==> src/rtl/pc_pkg.sv <==
// Shared definitions for the program counter with return-address stack.
// Holds the action encoding and the depth-counter width helper.
package pc_pkg;

  typedef enum logic [2:0] {
    ACT_CLR  = 3'd0,
    ACT_RET  = 3'd1,
    ACT_CALL = 3'd2,
    ACT_LOAD = 3'd3,
    ACT_INC  = 3'd4,
    ACT_HOLD = 3'd5
  } pc_action_e;

  // Depth counts 0..STACK_DEPTH inclusive, hence the +1.
  function automatic int pc_depth_w(input int stack_depth);
    return $clog2(stack_depth + 1);
  endfunction

  localparam int PC_DEPTH_W_DEFAULT = pc_depth_w(4);

endpackage

==> src/rtl/pc_return_stack.sv <==
// LIFO return-address storage with a depth counter.
// The caller guarantees at most one of push/pop/clear per cycle.
module pc_return_stack
  import pc_pkg::*;
#(
  parameter int WIDTH       = 4,
  parameter int STACK_DEPTH = 4,
  localparam int DW         = pc_depth_w(STACK_DEPTH)
) (
  input  logic             clk,
  input  logic             rst_n,
  input  logic             push,
  input  logic             pop,
  input  logic             clear,
  input  logic [WIDTH-1:0] push_data,
  output logic [WIDTH-1:0] top_data,
  output logic             full,
  output logic             empty,
  output logic [DW-1:0]    depth
);

  logic [WIDTH-1:0] mem [STACK_DEPTH];
  logic [DW-1:0]    top_idx;
  logic             do_push;
  logic             do_pop;

  assign full    = (depth == DW'(STACK_DEPTH));
  assign empty   = (depth == '0);
  assign do_push = push && !full && !clear && !pop;
  assign do_pop  = pop && !empty && !clear;
  assign top_idx = depth - DW'(1);

  always_ff @(posedge clk or negedge rst_n) begin
    if (!rst_n) begin
      depth <= '0;
    end else if (clear) begin
      depth <= '0;
    end else if (do_pop) begin
      depth <= depth - DW'(1);
    end else if (do_push) begin
      depth <= depth + DW'(1);
    end
  end

  // Entry contents need no reset; only depth defines what is valid.
  always_ff @(posedge clk) begin
    for (int i = 0; i < STACK_DEPTH; i++) begin
      if (do_push && depth == DW'(i)) begin
        mem[i] <= push_data;
      end
    end
  end

  always_comb begin
    top_data = '0;
    for (int i = 0; i < STACK_DEPTH; i++) begin
      if (top_idx == DW'(i)) begin
        top_data = mem[i];
      end
    end
  end

endmodule

==> src/rtl/program_counter_stack.sv <==
// Parametrised program counter with CALL/RET return-address stack and
// explicit bus data/enable pair for pad-level output enables.
module program_counter_stack
  import pc_pkg::*;
#(
  parameter int               WIDTH        = 4,
  parameter int               STACK_DEPTH  = 4,
  parameter logic [WIDTH-1:0] RESET_VECTOR = '0
) (
  input  logic             clk,
  input  logic             rst_n,
  input  logic             clr_n,
  input  logic             lp,
  input  logic             cp,
  input  logic             ep,
  input  logic             call,
  input  logic             ret,
  input  logic [WIDTH-1:0] bus_in,
  output logic [WIDTH-1:0] bus_out,
  output logic             bus_oe,
  output logic [WIDTH-1:0] pc,
  output logic             wrap,
  output logic             stack_full,
  output logic             stack_empty,
  output logic             stack_err
);

  localparam int DW = pc_depth_w(STACK_DEPTH);

  pc_action_e       act;
  logic [WIDTH-1:0] pc_next;
  logic [WIDTH-1:0] pc_inc;
  logic [WIDTH-1:0] top_data;
  logic [DW-1:0]    depth;
  logic             full;
  logic             empty;
  logic             push;
  logic             pop;
  logic             err_set;

  assign pc_inc = pc + WIDTH'(1);

  always_comb begin
    if (!clr_n)    act = ACT_CLR;
    else if (ret)  act = ACT_RET;
    else if (call) act = ACT_CALL;
    else if (lp)   act = ACT_LOAD;
    else if (cp)   act = ACT_INC;
    else           act = ACT_HOLD;
  end

  always_comb begin
    pc_next = pc;
    push    = 1'b0;
    pop     = 1'b0;
    err_set = 1'b0;
    case (act)
      ACT_CLR:  pc_next = RESET_VECTOR;
      ACT_RET: begin
        if (empty) begin
          err_set = 1'b1;
        end else begin
          pop     = 1'b1;
          pc_next = top_data;
        end
      end
      ACT_CALL: begin
        if (full) begin
          err_set = 1'b1;
        end else begin
          push    = 1'b1;
          pc_next = bus_in;
        end
      end
      ACT_LOAD: pc_next = bus_in;
      ACT_INC:  pc_next = pc_inc;
      default:  pc_next = pc;
    endcase
  end

  pc_return_stack #(
    .WIDTH      (WIDTH),
    .STACK_DEPTH(STACK_DEPTH)
  ) u_stack (
    .clk      (clk),
    .rst_n    (rst_n),
    .push     (push),
    .pop      (pop),
    .clear    (act == ACT_CLR),
    .push_data(pc_inc),
    .top_data (top_data),
    .full     (full),
    .empty    (empty),
    .depth    (depth)
  );

  always_ff @(posedge clk or negedge rst_n) begin
    if (!rst_n) begin
      pc        <= RESET_VECTOR;
      wrap      <= 1'b0;
      stack_err <= 1'b0;
      bus_oe    <= 1'b0;
    end else begin
      pc     <= pc_next;
      wrap   <= (act == ACT_INC) && (pc == '1);
      bus_oe <= ep;
      if (act == ACT_CLR) begin
        stack_err <= 1'b0;
      end else if (err_set) begin
        stack_err <= 1'b1;
      end
    end
  end

  assign bus_out     = bus_oe ? pc : '0;
  assign stack_full  = (depth == DW'(STACK_DEPTH));
  assign stack_empty = (depth == '0);

endmodule
==> config.mk <==
export PLATFORM = sky130hd
export DESIGN_NAME = program_counter_stack
export DESIGN_NICKNAME = d
export VERILOG_FILES = /design/src/rtl/pc_pkg.sv /design/src/rtl/pc_return_stack.sv /design/src/rtl/program_counter_stack.sv
export SDC_FILE = /design/constraint.sdc
export NUM_CORES = 1
export LEC_CHECK = 0
export CORE_UTILIZATION = 57
export DETAILED_ROUTE_END_ITERATION = 6
export GPL_TIMING_DRIVEN = 0
export MAX_ROUTING_LAYER = met4
export PLACE_DENSITY = 0.82
export SLEW_MARGIN = 20
export SYNTH_ARGS = -nofsm -noshare
export SYNTH_HDL_FRONTEND = slang
export SYNTH_HIERARCHICAL = 1
export SYNTH_SLANG_ARGS = --single-unit
export TNS_END_PERCENT = 30
==> constraint.sdc <==
create_clock -name clk -period 3.5 [get_ports clk]
set_input_delay 0.525 -clock clk [delete_from_list [all_inputs] [get_ports clk]]
set_output_delay 0.525 -clock clk [all_outputs]
set_load 0.03 [all_outputs]
==> metrics.csv, run 1 <==
stage,metric,value,unit
worst_setup_path,"Req. time, crit path",3.59,ns
final_layout,share of layout cells above drive strength 1,8.772,%
drt,TritonRoute pass-1 iters,4,
cts,CTS tree,built,
timing,"Hold Violations, Final",0,
global_routing,Total GRT Usage,24.84,%
place,Final HPWL DP,2.565,mm
cts,Post-CTS Hold Fix Bufs,0,
synth,mapped cell area,1583,um^2
synth,post-synth top area share,30.36,%
floorplan,Initial Util,62.19,%
worst_setup_path,"slowest stage delay, CP",0.57,ns
timing,Setup Total Neg Slack,0,ns
power,P_leak,0.7438,nW
worst_setup_path,WS Path Type,reg -> reg,
outcome,result of the run,"complete, no violations",
timing,fmax,404.4,MHz
cts,clk root buf,clkbuf_4,
power,worst IR drop on VDD,0.3832,mV
floorplan,die area,2992,um^2
synth,Post-synth EDFFs,16,
synth,syn nets,164,
cts,"Setup Fix Bufs, Post-CTS",0,
timing,Final Setup Violations,0,
synth,synth unique cells,45,
cts,total clock sinks,26,
worst_setup_path,Critical Path AT,2.56,ns
global_routing,grt ovf,0,
synth,Post-Syn Instances,143,
synth,Avg Synthesized Cell Area,11.07,um^2
cts,worst skew pair latency,0.32,ns
synth,Yosys reg bits,26,
timing,fin crit share,70.65,%
floorplan,I/O pins,25,
final_layout,Fillers,198,
worst_setup_path,Most common cell on crit path,nor2_1,
floorplan,area of the core,2545,um^2
synth,ys async rst share,38.46,%
drt,WL final,3.315,mm
worst_setup_path,startpoint class of the critical path,flop,
global_routing,initial antenna violation count,0,
timing,Final Skew,0.004108,ns
timing,relative slew slack,66.98,%
synth,synth top area cells,"edfxtp_1, dfrtp_1, ha_1, a221oi_1, and2_1",
final_layout,nets@finish,193,
drt,via/cell ratio,5.925,
drt,drt drc,0,
cts,CTS Buffer Depth,2,
drt,First DRT Iteration DRCs,37,
global_routing,first-pass GRT wire length,4.974,mm
drt,Routed WL per cell,16.49,um
cts,Inserted Clock Buffers,3,
worst_setup_path,Setup crit end kind,flop,
global_routing,pin count of the biggest net entering global routing,15,
power,power per cell area,409.8,nW/um^2
place,routability cong.,0.8914,
worst_setup_path,CP max stage cell,dfrtp_1,
synth,"Warnings, synthesis",6,
power,Pwr Total,773.2,uW
floorplan,Die Width,54.70,um
floorplan,die height,54.70,um
floorplan,Core Rows,18,
worst_setup_path,worst-path maximum fanout,10,
worst_setup_path,CP top delay family,simple AND/OR/NAND/NOR gates,
cts,Worst-path clk slew,0.14,ns
worst_setup_path,CP cell instances,"inv_1, ha_1, buf_4, nor2b_1, nor2_1, buf_2, nor2_1, and3_1, and2_1",
cts,PostCTS Resize Cnt,0,
final_layout,Antenna diodes,0,
final_layout,fin area,1887,um^2
global_routing,number of global-route vias before repair,1171,
synth,Synth Flop Type,edfxtp_1,
timing,Worst-Margin Slew,0.4938,ns
place,Area after DPL,1861,um^2
worst_hold_path,Min-Delay Path Class,in -> async,
worst_setup_path,WP buf/inv,3,
cts,CTS H-tree depth,1,
final_layout,area growth from synthesis to layout,19.21,%
place,Port Buf Inserts,24,
timing,minimum clock period,2.473,ns
synth,sequential share of the synthesized area,46.17,%
synth,leading area contributor after synthesis,edfxtp_1,
timing,RSZ-0062 raised after global routing,no,
drt,via count,1191,
timing,"Slew Viols, Final",0,
job,maxcap violations,0,
drt,post-route ant nets,0,
==> power breakdown <==
part | leakage [nW] | switching [mW] | total (mW) | internal (mW)
Clock | 0.0154 | 0.0883 | 0.130 | 0.0419
Combinational | 0.451 | 0.154 | 0.272 | 0.118
Sequential | 0.278 | 0.0227 | 0.371 | 0.348
Total | 0.744 | 0.265 | 0.773 | 0.508
==> synthesized netlist by cell type (3+ instances only) <==
library cell,number
nand3_1,4
nand2_1,3
nor2_1,8
nor3b_1,5
a21oi_1,8
and2_1,9
o21ai_0,5
mux2_1,4
ha_1,9
dfrtp_1,10
nand3b_1,5
edfxtp_1,16
inv_1,13
a221oi_1,7
==> layout by cell type (no fill, tap or decap), types with 2 or more instances in the layout <==
master           count
clkdlybuf4s50_1     24
edfxtp_1            16
inv_1               13
dfrtp_1             10
and2_1               9
ha_1                 9
nor2_1               8
a21oi_1              8
a221oi_1             7
nor3b_1              5
o21ai_0              5
nand3b_1             5
nand3_1              4
mux2_1               4
nand2_1              3
clkbuf_4             3
buf_6                2
and3b_1              2
nor2b_1              2
o221a_1              2
o21ai_1              2
nand2b_1             2
==> metal layers <==
metal,routed length (um),share of wire (%),GRT usage [%]
met1,1501,45,28.87
met2,1666,50,42.97
met3,109,3.3,2.500
met4,38,1.1,10.68
met5,0,0,-
==> metrics by stage <==
stage          setup slack (ns)  std cells  utilization (%)  hold WS (ns)
2_1_floorplan             1.345        143                -        0.2294
3_5_place_dp             0.9740        197            73.11        0.4993
3_3_place_gp              1.048        197            73.11        0.4917
5_1_grt                  0.8658        201            74.14        0.5442
4_1_cts                   1.037        201            74.14        0.5179
6_report                  1.027        201            74.14        0.5124
==> layout make-up <==
| cell class | count | area [um^2] | share of cell area [%] |
|---|---|---|---|
| Buffer | 5 | 40.04 | 2.122 |
| Clock buffer | 3 | 22.52 | 1.194 |
| Clock inverter | 1 | 3.754 | 0.1989 |
| Inverter | 13 | 48.80 | 2.586 |
| Multi-Input combinational cell | 99 | 763.2 | 40.45 |
| Sequential cell | 26 | 730.7 | 38.73 |
| Tap cell | 30 | 37.54 | 1.989 |
| Timing Repair Buffer | 24 | 240.2 | 12.73 |
==> final timing paths <==
| path | depth (start not counted) | start | slack [ns] | to |
|---|---|---|---|---|
| max reg2reg | 9 | u_stack/depth[1] | 1.03 | u_stack/mem[2][1] |
| max in group asynchronous | 1 | rst_n | 2.66 | u_stack/depth[2] |
| min reg2reg | 2 | stack_err | 0.52 | stack_err |
| min | 1 | rst_n | 0.51 | pc[2] |
| min in group clk | 2 | stack_err | 0.52 | stack_err |
| max | 9 | u_stack/depth[1] | 1.03 | u_stack/mem[2][1] |
==> logic make-up (layout without fill, tap and decap cells) <==
group	count (synthesis)	after routing	synth area share, %
flip-flops	26	26	46.17
buffers and inverters	18	46	5.612
adder cells (fa/ha/maj)	9	9	7.115
multiplexers	5	5	3.478
AND/OR/NAND/NOR	48	48	18.97
XOR/XNOR	3	3	2.846
AO/OA/AOI/OAI	34	34	15.81
==> registers in the layout, indices dropped and copies added (netlist names) <==
signal / count
bus_oe: 1
pc: 4
stack_err: 1
u_stack/depth: 3
u_stack/mem: 16
wrap: 1
Power figures use the tool's default switching activity.
==> inputs of run 2 (changes only) <==
--- a/config.mk
+++ b/config.mk
@@ -5,11 +5,11 @@
 export SDC_FILE = /design/constraint.sdc
 export NUM_CORES = 1
 export LEC_CHECK = 0
-export CORE_UTILIZATION = 57
+export CORE_UTILIZATION = 53
 export DETAILED_ROUTE_END_ITERATION = 6
 export GPL_TIMING_DRIVEN = 0
 export MAX_ROUTING_LAYER = met4
-export PLACE_DENSITY = 0.82
+export PLACE_DENSITY = 0.77
 export SLEW_MARGIN = 20
 export SYNTH_ARGS = -nofsm -noshare
 export SYNTH_HDL_FRONTEND = slang
==> constraint.sdc (replaced) <==
create_clock -name clk -period 2.3 [get_ports clk]
set_input_delay 0.345 -clock clk [delete_from_list [all_inputs] [get_ports clk]]
set_output_delay 0.345 -clock clk [all_outputs]
set_load 0.03 [all_outputs]
==> metrics.csv, run 2 (same netlist as run 1, synthesis figures left out) <==
stage,metric,value,unit,change
global_routing,pin count of the biggest net entering global routing,16,,was 15
floorplan,area of the core,2781,um^2,was 2545 um^2
power,Int Pwr,904.2,uW,was 508.2 uW
power,Seq pwr share,41.8,%,was 48.0%
final_layout,biggest regs,"u_stack/mem: 16 flops, pc: 4 flops, u_stack/depth: 3 flops",,unchanged
final_layout,final core utilization,70.27,%,was 74.14%
global_routing,met2 Usage GRT,38.49,%,was 42.97%
worst_hold_path,Min-Delay Path Class,in -> async,,unchanged
worst_setup_path,Setup crit end kind,primary output,,was flop
outcome,result of the run,"complete, no violations",,unchanged
final_layout,Layout Cells excl Fill,203,,was 201
drt,First DRT Iteration DRCs,43,,was 37
cts,Post-CTS Hold Fix Bufs,0,,unchanged
final_layout,Largest register FFs,16,,unchanged
final_layout,Top reg by flops,u_stack/mem,,unchanged
final_layout,Seq. cell area,733.2,um^2,was 730.7 um^2
final_layout,share of layout cells above drive strength 1,16.28,%,was 8.772%
drt,via count,1229,,was 1191
worst_setup_path,"Req. time, crit path",1.96,ns,was 3.59 ns
drt,drt drc,0,,unchanged
final_layout,nets@finish,194,,was 193
timing,"Slew Viols, Final",0,,unchanged
timing,fmax,456.3,MHz,
final_layout,fin area,1954,um^2,was 1887 um^2
timing,Final Skew,0.002054,ns,was 0.004108 ns
drt,TritonRoute pass-1 iters,4,,unchanged
place,Post-Place Worst Slack,-0.1574,ns,was 0.9740 ns
timing,Setup Total Neg Slack,0,ns,unchanged
drt,WL final,3.509,mm,was 3.315 mm
floorplan,Die Width,56.65,um,was 54.70 um
global_routing,grt met1 use,31.06,%,was 28.87%
power,P_leak,0.7697,nW,was 0.7438 nW
floorplan,Initial Util,56.91,%,was 62.19%
timing,Final WS setup,0.1086,ns,was 1.027 ns
cts,CTS H-tree depth,1,,unchanged
power,combinational power share,34.3,%,was 35.2%
cts,CTS tree,built,,unchanged
global_routing,GRT busiest layer,met2,,unchanged
drt,via/cell ratio,6.054,,was 5.925
floorplan,die height,56.65,um,was 54.70 um
power,worst IR drop on VDD,0.6721,mV,was 0.3832 mV
place,Area after DPL,1862,um^2,was 1861 um^2
timing,Worst-Margin Slew,0.5425,ns,was 0.4938 ns
final_layout,Fillers,221,,was 198
floorplan,I/O pins,25,,unchanged
cts,Worst-path clk slew,0.15,ns,was 0.14 ns
power,Sw Ratio,31.90,%,was 34.27%
cts,clk root buf,clkbuf_4,,unchanged
place,Port Buf Inserts,24,,unchanged
place,routability cong.,0.8200,,was 0.8914
place,Final HPWL DP,2.544,mm,was 2.565 mm
floorplan,Core Rows,19,,was 18
worst_setup_path,WS Path Type,reg -> out,,was reg -> reg
final_layout,Antenna diodes,0,,unchanged
place,Post-Place Cells,198,,was 197
timing,Final Setup Violations,0,,unchanged
cts,worst skew pair latency,0.32,ns,about the same
global_routing,first-pass GRT wire length,5.589,mm,was 4.974 mm
timing,fin crit share,95.28,%,
worst_setup_path,worst-path maximum fanout,8,,was 10
cts,Inserted Clock Buffers,3,,unchanged
drt,post-route ant nets,0,,unchanged
job,maxcap violations,0,,unchanged
cts,total clock sinks,26,,unchanged
power,Pwr Total,1.328,mW,was 773.2 uW
global_routing,Total GRT Usage,24.04,%,was 24.84%
final_layout,"most common cell after layout, fill and taps aside",clkdlybuf4s50_1,,unchanged
worst_setup_path,Critical Path AT,1.85,ns,was 2.56 ns
power,power per cell area,679.3,nW/um^2,was 409.8 nW/um^2
final_layout,area of the multi-input gates,788.3,um^2,was 763.2 um^2
timing,WHS,0.3536,ns,was 0.5124 ns
drt,Routed WL per cell,17.29,um,was 16.49 um
global_routing,grt ovf,0,,unchanged
floorplan,die area,3209,um^2,was 2992 um^2
final_layout,"leading cell types in the layout, fill and taps excluded","clkdlybuf4s50_1, edfxtp_1, inv_1",,unchanged
global_routing,met3 GRT Util,3.226,%,was 2.500%
final_layout,area growth from synthesis to layout,23.48,%,was 19.21%
global_routing,initial antenna violation count,0,,unchanged
timing,minimum clock period,2.191,ns,
cts,CTS Buffer Depth,2,,unchanged
power,Psw,423.5,uW,was 265.0 uW
timing,relative slew slack,63.72,%,was 66.98%
power,Clk pwr share,23.9,%,was 16.8%
timing,"Hold Violations, Final",0,,unchanged
worst_setup_path,startpoint class of the critical path,flop,,unchanged
global_routing,number of global-route vias before repair,1193,,was 1171
==> run 2: final timing paths <==
path	endpoint	from	slack, ns	cells past startpoint
max in group asynchronous	u_stack/depth[0]	rst_n	1.56	1
setup reg to reg	u_stack/mem[0][3]	u_stack/depth[0]	0.11	9
hold / removal	pc[3]	rst_n	0.35	1
min in group clk	bus_oe	ep	0.47	1
hold reg to reg	stack_err	stack_err	0.54	2
setup / recovery	stack_full	u_stack/depth[1]	0.11	3
==> run 2: timing repair <==
action | 4_1_cts | 5_1_grt
gates resized for setup | 7 | 7
pin swaps | 0 | 0
buffers inserted | 2 | 0
endpoints found under the setup margin | 17 | 13
gates cloned | 0 | 0
==> run 2: power by group through the flow <==
stage | clock network, mW | registers, mW | logic, mW
finish | 0.318 | 0.555 | 0.455
global route | 0.343 | 0.558 | 0.488
CTS | 0.321 | 0.554 | 0.440
detailed placement | 0 | 0.572 | 0.415
global placement | 0 | 0.570 | 0.399
floorplan | 0 | 0.588 | 0.259
==> run 2: critical path, stage by stage, from the launching register on <==
cell and delay, ns:
dfrtp_2 0.45, buf_4 0.17, nor3b_1 0.20, clkdlybuf4s50_1 0.70
==> run 2: area by class of cell <==
cell class / count / share of cell area, %
multi-input cells: 99 / 40.33
clock inverters: 1 / 1.536
clock buffers: 3 / 1.152
plain buffers: 4 / 1.921
inverters: 13 / 2.497
flip-flops and latches: 26 / 37.52
repair buffers: 26 / 13.06
well taps: 31 / 1.985
==> run 2: per-layer routing <==
layer	wire [um]	share of wire, %
met5	0	0
met4	46	1.3
met3	111	3.2
met2	1761	50
met1	1589	45
